===== config.mk =====
export PLATFORM = sky130hd
export DESIGN_NAME = pipe_stage_hs
export DESIGN_NICKNAME = d
export VERILOG_FILES = /design/src/rtl/pipe_pkg.sv /design/src/rtl/sat_cnt.sv /design/src/rtl/pipe_stage_hs.sv
export SDC_FILE = /design/constraint.sdc
export NUM_CORES = 1
export LEC_CHECK = 0
export ABC_AREA = 1
export CAP_MARGIN = 40
export CORE_ASPECT_RATIO = 0.5
export CORE_MARGIN = 5
export CORE_UTILIZATION = 55
export DETAILED_ROUTE_END_ITERATION = 10
export GPL_ROUTABILITY_DRIVEN = 1
export PLACE_DENSITY = 0.86
export REMOVE_ABC_BUFFERS = 1
export SETUP_SLACK_MARGIN = 0.02
export SLEW_MARGIN = 20
export SYNTH_ARGS = -nofsm -noshare
export SYNTH_HDL_FRONTEND = slang
export SYNTH_SLANG_ARGS = --single-unit

===== constraint.sdc =====
create_clock -name clk -period 3.3 [get_ports clk]
set_clock_uncertainty 0.2 [all_clocks]
set_input_delay 0.33 -clock clk [delete_from_list [all_inputs] [get_ports clk]]
set_output_delay 0.33 -clock clk [all_outputs]
set_load 0.02 [all_outputs]

===== src/rtl/pipe_pkg.sv =====
// Shared definitions for handshaked pipeline stages: state encoding and the
// MEM->WB payload layout.
package pipe_pkg;

  typedef enum logic [1:0] {
    PS_EMPTY = 2'd0,
    PS_BUSY  = 2'd1,
    PS_FULL  = 2'd2
  } ps_state_e;

  localparam int unsigned MEMWB_W       = 70;
  localparam int unsigned MEMWB_WEN_BIT = 0;
  localparam int unsigned MEMWB_RD_LSB  = 1;
  localparam int unsigned MEMWB_RD_W    = 5;
  localparam int unsigned MEMWB_PC_LSB  = 6;
  localparam int unsigned MEMWB_PC_W    = 64;

  typedef struct packed {
    logic [MEMWB_PC_W-1:0] pc;
    logic [MEMWB_RD_W-1:0] rd_waddr;
    logic                  reg_wen;
  } memwb_t;

  function automatic logic [MEMWB_W-1:0] memwb_pack(
    input logic [MEMWB_PC_W-1:0] pc,
    input logic [MEMWB_RD_W-1:0] rd_waddr,
    input logic                  reg_wen
  );
    return {pc, rd_waddr, reg_wen};
  endfunction

endpackage


===== src/rtl/sat_cnt.sv =====
// Saturating up-counter with synchronous clear; clear wins over increment.
module sat_cnt #(
  parameter int unsigned W = 16
) (
  input  logic         clk,
  input  logic         rst,
  input  logic         inc,
  input  logic         clr,
  output logic [W-1:0] cnt
);

  always_ff @(posedge clk or negedge rst) begin
    if (!rst) begin
      cnt <= '0;
    end else if (clr) begin
      cnt <= '0;
    end else if (inc && (cnt != '1)) begin
      cnt <= cnt + 1'b1;
    end
  end

endmodule


===== src/rtl/pipe_stage_hs.sv =====
// Valid/ready pipeline stage register with flush/NOP injection, optional
// two-entry skid buffer and a saturating back-pressure counter.
module pipe_stage_hs
  import pipe_pkg::*;
#(
  parameter int unsigned       DATA_W  = MEMWB_W,
  parameter logic [DATA_W-1:0] NOP_VAL = '0,
  parameter bit                SKID_EN = 1'b1,
  parameter int unsigned       CNT_W   = 16
) (
  input  logic              clk,
  input  logic              rst,
  input  logic              flush_i,
  input  logic              in_valid_i,
  output logic              in_ready_o,
  input  logic [DATA_W-1:0] in_data_i,
  output logic              out_valid_o,
  input  logic              out_ready_i,
  output logic [DATA_W-1:0] out_data_o,
  input  logic              cnt_clr_i,
  output logic [CNT_W-1:0]  stall_cnt_o
);

  ps_state_e         state;
  logic [DATA_W-1:0] main_q;
  logic              main_valid;
  logic              accept;
  logic              fire;

  assign accept      = in_valid_i & in_ready_o;
  assign fire        = main_valid & out_ready_i;
  assign out_valid_o = main_valid;
  assign out_data_o  = main_q;

  generate
    if (SKID_EN) begin : g_skid
      logic [DATA_W-1:0] skid_q;
      logic              skid_valid;
      logic              ready_q;

      // ready_q always equals !skid_valid; kept as its own flop so the
      // upstream ready is a clean register output.
      assign in_ready_o = ready_q;

      always_ff @(posedge clk or negedge rst) begin
        if (!rst) begin
          state      <= PS_EMPTY;
          main_q     <= NOP_VAL;
          main_valid <= 1'b0;
          skid_q     <= NOP_VAL;
          skid_valid <= 1'b0;
          ready_q    <= 1'b1;
        end else if (flush_i) begin
          state      <= PS_EMPTY;
          main_q     <= NOP_VAL;
          main_valid <= 1'b0;
          skid_q     <= NOP_VAL;
          skid_valid <= 1'b0;
          ready_q    <= 1'b1;
        end else begin
          case (state)
            PS_EMPTY: begin
              if (accept) begin
                state      <= PS_BUSY;
                main_q     <= in_data_i;
                main_valid <= 1'b1;
              end
            end
            PS_BUSY: begin
              if (accept && fire) begin
                main_q <= in_data_i;
              end else if (accept) begin
                state      <= PS_FULL;
                skid_q     <= in_data_i;
                skid_valid <= 1'b1;
                ready_q    <= 1'b0;
              end else if (fire) begin
                state      <= PS_EMPTY;
                main_q     <= NOP_VAL;
                main_valid <= 1'b0;
              end
            end
            PS_FULL: begin
              if (fire) begin
                state      <= PS_BUSY;
                main_q     <= skid_q;
                skid_q     <= NOP_VAL;
                skid_valid <= 1'b0;
                ready_q    <= 1'b1;
              end
            end
            default: begin
              state      <= PS_EMPTY;
              main_q     <= NOP_VAL;
              main_valid <= 1'b0;
              skid_q     <= NOP_VAL;
              skid_valid <= 1'b0;
              ready_q    <= 1'b1;
            end
          endcase
        end
      end
    end else begin : g_noskid
      assign in_ready_o = ~main_valid | out_ready_i;

      always_ff @(posedge clk or negedge rst) begin
        if (!rst) begin
          state      <= PS_EMPTY;
          main_q     <= NOP_VAL;
          main_valid <= 1'b0;
        end else if (flush_i) begin
          state      <= PS_EMPTY;
          main_q     <= NOP_VAL;
          main_valid <= 1'b0;
        end else begin
          case (state)
            PS_EMPTY: begin
              if (accept) begin
                state      <= PS_BUSY;
                main_q     <= in_data_i;
                main_valid <= 1'b1;
              end
            end
            PS_BUSY: begin
              // In BUSY an accept implies a fire, so there is no hold-and-accept case.
              if (accept) begin
                main_q <= in_data_i;
              end else if (fire) begin
                state      <= PS_EMPTY;
                main_q     <= NOP_VAL;
                main_valid <= 1'b0;
              end
            end
            default: begin
              state      <= PS_EMPTY;
              main_q     <= NOP_VAL;
              main_valid <= 1'b0;
            end
          endcase
        end
      end
    end
  endgenerate

  sat_cnt #(
    .W(CNT_W)
  ) u_stall_cnt (
    .clk (clk),
    .rst (rst),
    .inc (main_valid & ~out_ready_i),
    .clr (cnt_clr_i),
    .cnt (stall_cnt_o)
  );

endmodule


==> impl_results.md, run 1 <==
* Clock Tree Buf Depth at 2
* Post-synth top area share at 53.2%
* Power Density at 738 nW/µm²
* Total Routed Length at 19900 µm
* Input/output buffers at 163
* Setup Viol. Count Final at 0
* Leading cell type in the layout, fill and taps excluded: nand2_1
* Post-synthesis sequential area ratio at 53.6%
* Placer Congestion at 0.910
* Final hold viol count at 0
* Share of cells above drive strength 1 at 5.31%
* Setup slack after layout at 847 ps
* Synth Instances at 1005
* Warnings, synthesis at 0
* Slew Viols, Final at 0
* Via density at 5.18
* Critical path type: register to register
* Die Area at 16200 µm²
* CP Launch Point: in_ready_o$_DFFE_PN1P_
* Slowest CP cell: dfstp_2
* Grt ovf at 0
* Slew Limit Headroom at 48.0%
* WL met1 at 8250 µm
* Initial DRC count at 465
* Yosys cell types at 25
* Top sig layer: met4
* Leakage at 5.21 nW
* Final period util at 74.3%
* DP Area at 9220 µm²
* Synthesized area at 7480 µm²
* Largest net degree at the start of global routing at 81
* Arrival @ worst endpoint at 2560 ps
* Starting Density at 55.7%
* Metal3 WL at 1010 µm
* Cells after DPL at 1310
* Post-Route Utilization at 73.3%
* Outcome: finished clean
* Most frequent cells in the layout: 561 x nand2_1, 162 x clkdlybuf4s50_1, 159 x dfrtp_1, 84 x inv_1, 60 x o21ai_0
* Drt pass-1 iters at 5
* Area delta synth->final at 31.7%
* Pre-CTS WS at 667 ps
* Met2 WL at 10100 µm
* Vias in the first global route at 6989
* Critical-path cell list: nand2_1 -> nor2_1 -> nand3_1 -> nand2_1 -> inv_2 -> nand2_2 -> buf_4 -> nand2_1 -> o21ai_0
* Clock root cell: clkbuf_16
* Clock-pin slew on the worst setup and hold paths at 70 ps
* FMAX at 408 MHz
* Post-DRT Antenna Nets at 0
* Crit. End Element: register
* Die Wd at 175 µm
* Setup TNS at 0 ps
* Fin nets at 1231
* Minimum clock period at 2450 ps
* CP most frequent cell: nand2_1
* Critical path launch point type: register
* Worst-Margin Slew at 780 ps
* CTS tree: yes
* Critical Path RT at 3410 ps
* Vias at 6959
* Global-route wire length before repair at 33100 µm
* Fillers at 985
* Ant. Diodes at 0
* Seq cells post-synth at 160
* VDD IR max at 0.374 mV
* Sink Count at 160
* Worst path max stage delay at 560 ps
* RR Startpoint: in_ready_o$_DFFE_PN1P_
* Worst hold path class: input port to register
* Worst-skew pair later-pin latency at 420 ps
* RSZ-0062 raised after global routing: no
* Row count at 30
* Design area at 9850 µm²
* Number of CTS-inserted buffers at 17
* Post-synthesis average cell area at 7.44 µm²
* Routed len/inst at 14.8 µm
* Synth top area cells: dfrtp_1 53%, nand2_1 28%, inv_1 4.2%
* Yosys top cell by area: dfrtp_1
* Initial antenna violation count at 0
* Detailed placement HPWL at 12700 µm
* Crit Path Max Fanout at 57
* Die H at 92.5 µm
* Total GRT Usage at 24.9%
* CTS resizes at 0
* Core box area at 13400 µm²
* Drc violations at 0
* Hold Startpoint: in_data_i[10]
* H-tree level count at 4
* Non-Filler Instances at 1343
* # IOs at 164
* Maxcap violations at 0
==> synth_stat cells, drive strengths merged <==
master	number
nand3	14
o21ai	80
xor2	3
nand4	13
buf	30
a31oi	1
a21oi	2
nor2	28
clkbuf	15
dfrtp	159
or2	3
o21bai	2
nand2	564
inv	88
ha	1
dfstp	1
o211ai	1
==> per-layer routing <==
layer,global-route usage (%),up-vias
li1,-,3345
met1,30.2,3304
met2,44.0,261
met3,4.89,49
met4,10.6,0
met5,0,-
==> per-stage QoR <==
step | hold WS (ps) | total power (W)
after detailed placement | 224 | 0.00520
after floorplan | -166 | 0.00398
final | 280 | 0.00726
after global routing | 296 | 0.00765
after CTS | 275 | 0.00729
after global placement | 223 | 0.00514
==> power by group <==
| group | switching, W | internal [W] |
|---|---|---|
| Combinational | 0.00159 | 0.000949 |
| Sequential | 0.000271 | 0.00239 |
| Clock | 0.000844 | 0.00123 |
| Total | 0.00270 | 0.00456 |
==> worst paths after layout <==
| kind | slack [ps] | depth (start not counted) | to |
|---|---|---|---|
| setup / recovery | 850 | 9 | g_skid.skid_q[24]$_DFFE_PN0P_ |
| hold / removal | 280 | 3 | g_skid.skid_q[10]$_DFFE_PN0P_ |
| hold reg to reg | 280 | 2 | out_data_o[22]$_DFFE_PN0P_ |
| max in group asynchronous | 1700 | 3 | g_skid.skid_q[57]$_DFFE_PN0P_ |
| min in group asynchronous | 310 | 2 | out_data_o[13]$_DFFE_PN0P_ |
| setup reg to reg | 850 | 9 | g_skid.skid_q[24]$_DFFE_PN0P_ |
==> sequential cells by signal, indices dropped and copies added (netlist names) <==
name / count
out_valid_o: 1
u_stall_cnt.cnt: 16
in_ready_o: 1
state: 2
out_data_o: 70
g_skid.skid_q: 70
==> worst max-delay path: cells and delay by family (launching register included) <==
| kind | cells | cell delay, ps |
|---|---|---|
| AO/OA/AOI/OAI | 1 | 160 |
| buffers and inverters | 2 | 610 |
| AND/OR/NAND/NOR | 6 | 790 |
| flip-flops | 1 | 560 |
==> layout make-up <==
type | instances | area, µm² | share of cell area, %
sequential | 160 | 4010 | 40.7
multi-input combinational | 712 | 2920 | 29.7
timing repair buffer | 175 | 1750 | 17.8
clock buffer | 19 | 443 | 4.50
inverter | 88 | 330 | 3.35
tap | 176 | 220 | 2.24
clock inverter | 13 | 173 | 1.75
==> timing repair <==
action                    CTS  global route
buffers inserted            0             0
hold endpoints to repair   78             0
hold buffers                1             0
==> cells by family (layout without fill, tap and decap cells) <==
family          after synthesis  in the layout  share of synthesized area [%]
fa+ha+maj                     1              1                          0.167
simple gates                622            622                           32.6
flops                       160            160                           53.6
compound gates               86             86                           5.92
buf+inv                     133            295                           7.45
xor+xnor                      3              3                          0.351
Note: power is estimated with default switching activity, not from simulation.
==> inputs of run 2 (changes only) <==
--- a/config.mk
+++ b/config.mk
@@ -9,10 +9,10 @@
 export CAP_MARGIN = 40
 export CORE_ASPECT_RATIO = 0.5
 export CORE_MARGIN = 5
-export CORE_UTILIZATION = 55
+export CORE_UTILIZATION = 51
 export DETAILED_ROUTE_END_ITERATION = 10
 export GPL_ROUTABILITY_DRIVEN = 1
-export PLACE_DENSITY = 0.86
+export PLACE_DENSITY = 0.8
 export REMOVE_ABC_BUFFERS = 1
 export SETUP_SLACK_MARGIN = 0.02
 export SLEW_MARGIN = 20
==> constraint.sdc (replaced) <==
create_clock -name clk -period 2.4 [get_ports clk]
set_clock_uncertainty 0.2 [all_clocks]
set_input_delay 0.24 -clock clk [delete_from_list [all_inputs] [get_ports clk]]
set_output_delay 0.24 -clock clk [all_outputs]
set_load 0.02 [all_outputs]
==> run 2 against run 1 <==
Effect of this change: sequential share of layout area is 0.35 points lower; clock-buffer cell count is 1 lower; hold slack worse by 120 ps; non-clock buffer count is 7 higher; cell area is 0.86% higher; first-iteration DRC count is 4.3% lower; fmax is 21% higher; critical path type unchanged; largest power group unchanged; setup slack worse by 480 ps; total power is 34% higher.
==> impl_results.md, run 2 (synthesis gave the netlist of run 1 again) <==
* Die H at 95.6 µm
* Leakage at 5.22 nW
* Vias at 6858
* Minimum clock period at 2030 ps
* Setup Viol. Count Final at 0
* Setup TNS at 0 ps
* Power Density at 984 nW/µm²
* Critical path launch point type: register
* Psw at 0.00373 W
* Comb pwr share at 37.1%
* Initial DRC count at 445
* Worst-skew pair later-pin latency at 420 ps
* Final hold slack at 164 ps
* Slew Limit Headroom at 47.6%
* Maxcap violations at 0
* Post-DRT Antenna Nets at 0
* Setup slack after layout at 365 ps
* Final hold viol count at 0
* Share of cells above drive strength 1 at 5.80%
* Grt ovf at 0
* Outcome: finished clean
* H-tree level count at 4
* Int Power at 0.00603 W
* Final period util at 84.8%
* Total Routed Length at 19700 µm
* Largest net degree at the start of global routing at 71
* Core box area at 14400 µm²
* Worst-Margin Slew at 786 ps
* Leading cell type in the layout, fill and taps excluded: nand2_1
* Worst hold path class: input port to async pin
* Fin nets at 1238
* Ant. Diodes at 0
* Sink Count at 160
* Clock Tree Buf Depth at 2
* Initial antenna violation count at 0
* Row count at 31
* Pre-CTS WS at 184 ps
* Most frequent cells in the layout: 561 x nand2_1, 162 x clkdlybuf4s50_1, 159 x dfrtp_1, 84 x inv_1, 60 x o21ai_0
* Crit Path Max Fanout at 30
* Drc violations at 0
* Die Wd at 181 µm
* Area delta synth->final at 32.8%
* Critical Path RT at 2550 ps
* Total GRT Usage at 23.4%
* Routed len/inst at 14.4 µm
* # IOs at 164
* Clock root cell: clkbuf_16
* Detailed placement HPWL at 13000 µm
* Placer Congestion at 0.970
* Number of CTS-inserted buffers at 17
* Starting Density at 51.8%
* Switching Share at 38.2%
* Global-route wire length before repair at 32900 µm
* VDD IR max at 0.628 mV
* Die Area at 17300 µm²
* Input/output buffers at 163
* Arrival @ worst endpoint at 2180 ps
* CTS tree: yes
* Slew Viols, Final at 0
* Crit. End Element: register
* Clk pwr share at 25.5%
* Critical path type: register to register
* Seq pwr share at 37.4%
* Vias in the first global route at 6778
* Drt pass-1 iters at 5
* FMAX at 491 MHz
* RSZ-0062 raised after global routing: no
* Via density at 5.00
* Clock-pin slew on the worst setup and hold paths at 70 ps
run 2: changes by cell type in the layout (fill, tap and decap cells not counted), sizes merged:
cell,previous run,this run
buf,12,19
bufinv,3,0
clkbuf,19,18
clkinv,4,2
clkinvlp,1,5
inv,93,94
run 2: what timing repair did:
| item | in CTS | in global routing |
|---|---|---|
| hold endpoints to repair | 56 | 0 |
| gates resized for setup | 0 | 0 |
| buffers inserted | 0 | 0 |
| hold buffers | 1 | 0 |
run 2: final timing paths:
| path | startpoint | endpoint | slack (ps) | depth (start not counted) |
|---|---|---|---|---|
| max | in_ready_o$_DFFE_PN1P_ | out_data_o[55]$_DFFE_PN0P_ | 370 | 9 |
| min | rst | g_skid.skid_q[3]$_DFFE_PN0P_ | 160 | 2 |
| max reg2reg | in_ready_o$_DFFE_PN1P_ | out_data_o[55]$_DFFE_PN0P_ | 370 | 9 |
| min reg2reg | out_data_o[23]$_DFFE_PN0P_ | out_data_o[23]$_DFFE_PN0P_ | 280 | 2 |
| max in group asynchronous | rst | in_ready_o$_DFFE_PN1P_ | 1130 | 3 |
| min in group clk | in_data_i[17] | g_skid.skid_q[17]$_DFFE_PN0P_ | 200 | 3 |
run 2: layout make-up:
class	count	area [µm²]
Multi-Input combinational cell	712	2920
Clock buffer	18	429
Timing Repair Buffer	182	1890
Sequential cell	160	4010
Inverter	88	330
Fill cell	1166	4500
Tap cell	198	248
Clock inverter	13	104
run 2: metal layers:
layer  global-route usage, %  share of wire (%)
met5                       0                  0
met3                    4.42                4.8
met4                    7.74                1.7
met1                    29.6                 43
met2                    41.3                 51
run 2: power by group through the flow:
stage               Combinational (W)  Sequential (W)  Clock (W)
floorplan                     0.00133         0.00414          0
global placement              0.00357         0.00368          0
detailed placement            0.00364         0.00368          0
CTS                           0.00367         0.00365    0.00253
global route                  0.00398         0.00372    0.00265
finish                        0.00363         0.00365    0.00249
run 2: critical path: stages (launching register included):
cell and delay (ps):
dfstp_2 550, nand2_1 130, inv_1 130, nand2_1 90, o21ai_4 190, buf_4 360, nand2_1 90, nand2_1 90
nand2_1 60, nand2_1 60
run 2: through the flow:
stage,std cells,instance area (µm²),utilization [%],total power [W]
floorplan,960,7250,-,0.00547
detailed placement,1339,9390,65.1,0.00732
finish,1371,9930,68.8,0.00977
global route,1371,9930,68.8,0.0103
global placement,1339,9390,65.1,0.00724
CTS,1371,9930,68.8,0.00985
